<file path="config.mk">
export PLATFORM = sky130hd
export DESIGN_NAME = bcd_stopwatch_ctrl
export DESIGN_NICKNAME = d
export VERILOG_FILES = /design/src/rtl/bcd_stopwatch_pkg.sv /design/src/rtl/bcd_stopwatch_ctrl_bcd_count2.sv /design/src/rtl/bcd_stopwatch_ctrl.sv
export SDC_FILE = /design/constraint.sdc
export NUM_CORES = 1
export LEC_CHECK = 0
export ABC_AREA = 1
export CORE_UTILIZATION = 55
export CTS_BUF_LIST = sky130_fd_sc_hd__clkbuf_16
export DETAILED_ROUTE_END_ITERATION = 8
export GPL_TIMING_DRIVEN = 0
export PLACE_DENSITY_LB_ADDON = 0.2
export SLEW_MARGIN = 20
export SYNTH_ARGS = -nofsm -noshare
export SYNTH_HDL_FRONTEND = slang
export SYNTH_SLANG_ARGS = --single-unit
</file>
<file path="constraint.sdc">
create_clock -name CK -period 3.2 [get_ports CK]
set_input_delay 0.96 -clock CK [delete_from_list [all_inputs] [get_ports CK]]
set_output_delay 0.96 -clock CK [all_outputs]
set_load 0.1 [all_outputs]
</file>
<file path="src/rtl/bcd_stopwatch_pkg.sv">
// Shared types and BCD helpers for the stopwatch run/stop controller.
package bcd_stopwatch_pkg;

    typedef enum logic [1:0] {
        IDLE    = 2'd0,
        RUNNING = 2'd1,
        PAUSED  = 2'd2
    } state_t;

    localparam logic [7:0] BCD_MAX = 8'h99;

    function automatic logic bcd_valid(input logic [7:0] value);
        return (value[7:4] <= 4'd9) && (value[3:0] <= 4'd9);
    endfunction

    // Two-digit BCD increment; 99 rolls over to 00.
    function automatic logic [7:0] bcd_inc(input logic [7:0] value);
        logic [7:0] result;
        if (value[3:0] == 4'd9) begin
            result[3:0] = 4'd0;
            result[7:4] = (value[7:4] == 4'd9) ? 4'd0 : value[7:4] + 4'd1;
        end else begin
            result[7:4] = value[7:4];
            result[3:0] = value[3:0] + 4'd1;
        end
        return result;
    endfunction

endpackage

</file>
<file path="src/rtl/bcd_stopwatch_ctrl_bcd_count2.sv">
// Two-digit BCD counter with synchronous enable/clear and a registered wrap pulse.
module bcd_count2
    import bcd_stopwatch_pkg::*;
(
    input  logic       CK,
    input  logic       R,
    input  logic       en,
    input  logic       clr,
    output logic [7:0] q,
    output logic       wrap
);

    always_ff @(posedge CK or posedge R) begin
        if (R) begin
            q    <= 8'h00;
            wrap <= 1'b0;
        end else if (clr) begin
            q    <= 8'h00;
            wrap <= 1'b0;
        end else if (en) begin
            q    <= bcd_inc(q);
            wrap <= (q == BCD_MAX);
        end else begin
            wrap <= 1'b0;
        end
    end

endmodule

</file>
<file path="src/rtl/bcd_stopwatch_ctrl.sv">
// Stopwatch run/stop controller: command FSM, tick prescaler, lap capture and alarm compare.
//   state   | meaning
//   IDLE    | count held at 00, waiting for START
//   RUNNING | prescaler advancing, count steps on each tick
//   PAUSED  | count and prescaler phase frozen until START
module bcd_stopwatch_ctrl
    import bcd_stopwatch_pkg::*;
#(
    parameter int PRESCALE = 10
) (
    input  logic       CK,
    input  logic       R,
    input  logic       START,
    input  logic       STOP,
    input  logic       CLEAR,
    input  logic       LAP,
    input  logic       ALARM_LD,
    input  logic [7:0] ALARM_SET,
    output logic [7:0] Q,
    output logic [7:0] LAPQ,
    output logic       LAP_VALID,
    output logic       RUN,
    output logic       WRAP,
    output logic       ALARM,
    output logic       ERR
);

    localparam int PW = (PRESCALE > 1) ? $clog2(PRESCALE) : 1;
    localparam logic [PW-1:0] PS_LAST = PW'(PRESCALE - 1);

    state_t        state;
    state_t        next_state;
    logic [PW-1:0] ps;
    logic [PW-1:0] ps_next;
    logic          tick;
    logic [7:0]    alarm_reg;
    logic          alarm_en;

    always_ff @(posedge CK or posedge R) begin
        if (R) state <= IDLE;
        else   state <= next_state;
    end

    // STOP outranks START, so a simultaneous pair never starts the count.
    always_comb begin
        next_state = state;
        ps_next    = ps;
        tick       = 1'b0;
        if (CLEAR) begin
            next_state = IDLE;
            ps_next    = '0;
        end else begin
            case (state)
                IDLE: begin
                    if (START && !STOP) begin
                        next_state = RUNNING;
                        ps_next    = '0;
                    end
                end
                RUNNING: begin
                    if (STOP) begin
                        next_state = PAUSED;
                    end else if (ps == PS_LAST) begin
                        tick    = 1'b1;
                        ps_next = '0;
                    end else begin
                        ps_next = ps + PW'(1);
                    end
                end
                PAUSED: begin
                    if (START && !STOP) next_state = RUNNING;
                end
                default: next_state = IDLE;
            endcase
        end
    end

    always_ff @(posedge CK or posedge R) begin
        if (R) ps <= '0;
        else   ps <= ps_next;
    end

    bcd_count2 u_count (
        .CK   (CK),
        .R    (R),
        .en   (tick),
        .clr  (CLEAR),
        .q    (Q),
        .wrap (WRAP)
    );

    always_ff @(posedge CK or posedge R) begin
        if (R) begin
            LAPQ      <= 8'h00;
            LAP_VALID <= 1'b0;
        end else if (CLEAR) begin
            LAPQ      <= 8'h00;
            LAP_VALID <= 1'b0;
        end else if (LAP && (state != IDLE)) begin
            LAPQ      <= Q;
            LAP_VALID <= 1'b1;
        end else begin
            LAP_VALID <= 1'b0;
        end
    end

    always_ff @(posedge CK or posedge R) begin
        if (R) begin
            alarm_reg <= 8'h00;
            alarm_en  <= 1'b0;
            ERR       <= 1'b0;
        end else begin
            ERR <= 1'b0;
            if (ALARM_LD) begin
                if (bcd_valid(ALARM_SET)) begin
                    alarm_reg <= ALARM_SET;
                    alarm_en  <= 1'b1;
                end else begin
                    ERR <= 1'b1;
                end
            end
        end
    end

    // Compare against the incremented value so ALARM lands with the matching Q.
    always_ff @(posedge CK or posedge R) begin
        if (R) ALARM <= 1'b0;
        else   ALARM <= tick && alarm_en && (bcd_inc(Q) == alarm_reg);
    end

    assign RUN = (state == RUNNING);

endmodule

</file>
# Word level (Yosys, flattened, before mapping)
# Cells that the tools add are included.
[word_totals]
reg_bits = 35
inputBits = 15
output_inout_bits = 21
word_cells = 66
[op_classes]
n_addsub = 3
magnitude_cmp = 2
n_eq_ne = 11
muxes = 25
reduce_logical = 15
[ops]
columns = ["cell", "n"]
rows = [
  ["8-bit two-way mux", 5],
  ["4-bit two-way mux", 5],
  ["4-bit by 1-bit adder with 4-bit output, second input constant", 3],
  ["4-bit equality test, second input constant", 3],
  ["1-bit two-way mux", 10],
  ["3-bit inequality test, second input constant", 3],
  ["8-bit equality test", 1],
  ["8-bit equality test, second input constant", 1],
  ["4-bit <= comparator, second input constant", 2],
  ["4-bit one-hot mux with 2 select lines", 1],
  ["2-bit two-way mux", 3],
  ["2-bit nonzero test", 3],
  ["1-bit logical AND", 5],
  ["2-bit one-hot mux with 2 select lines", 1],
  ["2-bit AND reduction", 2],
  ["3-bit by 1-bit inequality test with 1-bit output, second input constant", 1],
  ["3-bit AND reduction", 1],
  ["3-bit nonzero test", 1],
  ["2-bit by 1-bit equality test with 1-bit output, second input constant", 1],
  ["2-bit equality test, second input constant", 1],
  ["2-bit logical NOT", 1],
  ["2-bit OR reduction", 1],
  ["1-bit logical NOT", 1],
]

# Logic depth before layout (Yosys ltp)
[logic_depth]
ltp_word = 7
ltp_mapped = 11
depth_no_buf = 11

# Cells and area by module
# A second synthesis with hierarchy kept.
[hier_totals]
hier_cells = 261
hier_area_um2 = 1969.4
[modules_own_cells]
columns = ["module", "instances", "cells_per_inst", "area_per_inst_um2", "seq_area_each_um2"]
rows = [
  ["bcd_stopwatch_ctrl", 1, 192, 1443.9, 650.6],
  ["bcd_count2", 1, 69, 525.5, 225.2],
]

# Least setup slack after synthesis
# Ideal clock, no wire load.
[synth_timing]
kind = "register -> register"
from = "reg u_count.q[5]"
to = "reg ALARM"
setup_time_ns = 0.071
arrival_time_ns = 1.998
t_required_ns = 3.129
slack_ns = 1.131
stages_incl_launch_ff = 12
path_buffers = 0
synth_period_minus_slack_ns = 2.069
path_cell_list = "dfrtp_1 -> inv_1 -> ha_1 -> nand3_1 -> nand2_1 -> nand2_1 -> nand2_1 -> nand2_1 -> nand2_1 -> nor2_2 -> nand3_1 -> nor2_1"
[synth_between]
elab_chain_len = 5
elab_cells_between_ends = 6
classes_between = "1 x add/sub; 2 x eq/ne; 2 x mux; 1 x reduce/logical"
[synth_rtl]
columns = ["element", "line_no", "source"]
rows = [
  ["start, declared", "bcd_stopwatch_ctrl_bcd_count2.sv:9", "output logic [7:0] q,"],
  ["start signal, assigned", "bcd_stopwatch_ctrl_bcd_count2.sv:21", "q <= bcd_inc(q);"],
  ["4-bit by 1-bit adder with 4-bit output / 4-bit equality test (equally long branches)", "bcd_stopwatch_pkg.sv:21", "result[7:4] = (value[7:4] == 4'd9) ? 4'd0 : value[7:4] + 4'd1;"],
  ["4-bit two-way mux", "bcd_stopwatch_pkg.sv:21", ""],
  ["8-bit two-way mux *", "bcd_stopwatch_pkg.sv:19", "if (value[3:0] == 4'd9) begin"],
  ["8-bit equality test *", "bcd_stopwatch_ctrl.sv:128", "else ALARM <= tick && alarm_en && (bcd_inc(Q) == alarm_reg);"],
  ["1-bit logical AND *", "bcd_stopwatch_ctrl.sv:128", ""],
  ["end signal, assigned", "bcd_stopwatch_ctrl.sv:128", ""],
  ["end, declared", "bcd_stopwatch_ctrl.sv:24", "output logic ALARM,"],
]
# Every way passes the cells marked *; elsewhere a longest branch is shown, timed or not.
# A chain may end at the register's enable or synchronous reset.

# Worst setup path after layout
[layout_timing]
from = "reg state[1]"
to = "out RUN"
[layout_between]
elab_chain_len = 1
[layout_rtl]
columns = ["element", "line_no", "source"]
rows = [
  ["start, declared", "bcd_stopwatch_ctrl.sv:31", "state_t state;"],
  ["start signal, assigned", "bcd_stopwatch_ctrl.sv:41", "else state <= next_state;"],
  ["2-bit by 1-bit equality test with 1-bit output", "bcd_stopwatch_ctrl.sv:131", "assign RUN = (state == RUNNING);"],
  ["end, declared", "bcd_stopwatch_ctrl.sv:22", "output logic RUN,"],
]
# Every way passes these cells.

==> flow_summary.ini <==
[status]
status = completed

[synth]
synthesis.area_sq_um = 1787
post_synth_inst_count = 225
synth.net_count = 244
synth_unique_cells = 25
synth_seq_cells = 35
yosysWarnings = 0
seq_area_frac_synth_pct = 49.02
synth_area_per_cell_sq_um = 7.941

[pwr]
ir_worst_vdd_mv = 0.3818
power.leakage_nw = 1.095
p_comb_share_pct = 14.7
power_switching_share_pct = 26.35
power_density_nw_per_um2 = 467.0
intPower_mw = 0.8009
pwr-share-clk_pct = 40.8
p_switching_mw = 0.2865
power_frac_seq_pct = 44.5

[sta]
timing.final.setup_violations = 0
timing.final.crit_share_pct = 94.99
final.setup.tns_ns = 0
rsz0062_at_grt = false
timing.clock.skew_ns = 0.001842
max-slew-margin-rel_pct = 34.90
maxSlewViolCount = 0
max_clock_freq_ghz = 0.3290
timing.final.hold_violations = 0
timing.hold.ws_ns = 0.4695
timing_worst_slew_pin_value_ns = 0.9735
timing.final.ws_setup_ns = 0.1603
layout_min_cycle_time_ns = 3.040

[grt]
grt_start_max_net_pins = 36
grt_use_met3_pct = 6.987
first_global_vias = 1450
grt_busiest_layer = met2
grt_pass1_wl_mm = 6.334
grtUsageMet2_pct = 38.15
met1_usage_pct = 33.00
grt_antenna_before_repair = 0
track_usage_pct = 24.60
gr-total-overflow = 0

[setup_path]
timing.critical_path.cells = nor2_4, clkdlybuf4s50_1
worstPathArrival_ns = 2.08
critical_path.max_stage_delay_ns = 1.15
max_fo_critical_path = 5
timing.setup.critical_path_class = flip-flop to primary output
gate_family_responsible_for_the_most_delay_along_the_worst_path = buffers and inverters
critPathRequiredTime_ns = 2.24
cp-end-kind = primary output
crit_path_start_kind = flip-flop
slowest_stage = sky130_fd_sc_hd__clkdlybuf4s50_1
cp.buffers_inverters = 1

[die]
fp.coreArea_sq_um = 3078
die-width_um = 59.00
die_h_um = 59.00
floorplan.rows = 20
floorplan.initialDensity_pct = 58.05
die_area_sq_um = 3480
num_io_pins = 36

[cells_and_area]
insertedDiodeCount = 0
fin_area_sq_um = 2328
flow.area_growth_from_synthesis_pct = 30.32
final_layout_size_suffix_gt1_share_pct = 8.582
fillerInstances = 237
final_core_utilization_pct = 75.65
nets = 286

[run]
cap_viol_max_count = 0

[place]
placed_area_sq_um = 2192
buffers_added_on_ports = 35
dp_slack_ns = 0.4545
dp_hpwl_mm = 2.615
gp_routability_congestion = 0.8477

[drt]
routed_wl_mm = 3.561
drtAntennaViolNets = 0
detail_route.iter0.violations = 82
drt_drc_violations_left = 0
avgViaCountPerCell = 4.987
num_vias = 1556
drt_pass1_iterations = 4
wire_per_inst_um = 11.41

[cts]
worst_setup_hold_path_clk_slew_ns = 0.05
cts_hold_repair.buffers = 0
cts_buffer_depth = 2
numClockSinks = 35
clock_insertion_delay_worst_skew_ns = 0.28
cts_resized = 0
clock_tree_root_driver_cell = sky130_fd_sc_hd__clkbuf_16
h-tree-depth = 2
cts_tree = done
cts_buffers = 5
postCtsSetupRepairBufs = 0

[worst_hold_path]
min-delay-path-class = flip-flop to flip-flop
-- cells in the mapped netlist (all sizes together) --
cell | number | share of area (%)
o21a | 1 | 0.42
o31ai | 1 | 0.42
a21oi | 11 | 3.1
nand2 | 55 | 12
buf | 1 | 0.28
o22ai | 6 | 2.1
ha | 4 | 2.8
nor3 | 2 | 0.84
o21ai | 17 | 5.0
nor2 | 25 | 6.7
clkbuf | 1 | 0.21
nand3 | 29 | 8.7
inv | 31 | 6.5
dfrtp | 35 | 49
or2 | 2 | 0.70
nand4 | 3 | 1.1
a21boi | 1 | 0.42
-- worst register-to-register path, delay by kind of cell (launching register included) --
family                     cells  cell delay, ns
buffers and inverters          1            0.08
adders and majority gates      1            0.13
DFF                            1            0.39
and+or+nand+nor                8            0.94
-- cell families (layout without fill, tap and decap cells) --
group                      count (synthesis)  in the layout  share of synthesized area [%]
adders and majority gates                  4              4                          2.801
AOI/OAI and AO/OA                         37             37                          11.41
and+or+nand+nor                          116            116                          29.76
buffers and inverters                     33             76                          7.002
DFF                                       35             35                          49.02
-- through the flow --
stage               power, mW  cells
floorplan              0.6016    225
global placement       0.6443    304
detailed placement     0.6515    304
CTS                     1.096    312
global route            1.133    312
finish                  1.087    312
-- path summary, 6_finish.rpt --
| kind | from | to | slack (ns) | cells past startpoint |
|---|---|---|---|---|
| min in group asynchronous | R | ps[0]$_DFFE_PP0P_ | 1.12 | 2 |
| hold / removal | alarm_en$_DFFE_PP0P_ | alarm_en$_DFFE_PP0P_ | 0.47 | 2 |
| setup reg to reg | ps[1]$_DFFE_PP0P_ | ALARM$_DFF_PP0_ | 1.59 | 10 |
| setup / recovery | state[1]$_DFFE_PP0P_ | RUN | 0.16 | 2 |
| hold reg to reg | alarm_en$_DFFE_PP0P_ | alarm_en$_DFFE_PP0P_ | 0.47 | 2 |
| max in group asynchronous | R | LAPQ[0]$_DFFE_PP0P_ | 1.63 | 2 |
-- power groups by stage --
stage | Clock (mW) | Combinational (mW) | Sequential, mW
6_report | 0.443 | 0.160 | 0.484
5_1_grt | 0.464 | 0.182 | 0.487
4_1_cts | 0.450 | 0.161 | 0.484
3_5_place_dp | 0 | 0.160 | 0.491
3_3_place_gp | 0 | 0.155 | 0.490
2_1_floorplan | 0 | 0.101 | 0.501
-- layout make-up --
class / count / area [sq um] / share of cell area [%]
clock inverters: 3 / 11.26 / 0.4836
flip-flops and latches: 35 / 875.8 / 37.61
plain buffers: 2 / 8.758 / 0.3761
inverters: 31 / 116.4 / 4.997
multi-input cells: 157 / 785.8 / 33.75
well taps: 44 / 55.05 / 2.364
clock buffers: 5 / 125.1 / 5.373
repair buffers: 35 / 350.3 / 15.05
-- per-layer routing --
layer	wire, um	up-vias
met5	0	-
met3	111	7
met2	1582	31
met4	53	0
met1	1814	689
li1	-	829
-- layout by cell type (no fill, tap or decap), drive strengths merged, types with 2 or more instances in the layout --
cell type      Yosys  routed
nor2              25      25
o21ai             17      17
clkinv             0       2
nand3             29      29
nand2             55      55
ha                 4       4
or2                2       2
o22ai              6       6
nor3               2       2
clkbuf             1       6
inv               31      32
clkdlybuf4s50      0      35
a21oi             11      11
dfrtp             35      35
nand4              3       3
No activity file was read; power rests on OpenSTA's default activity.
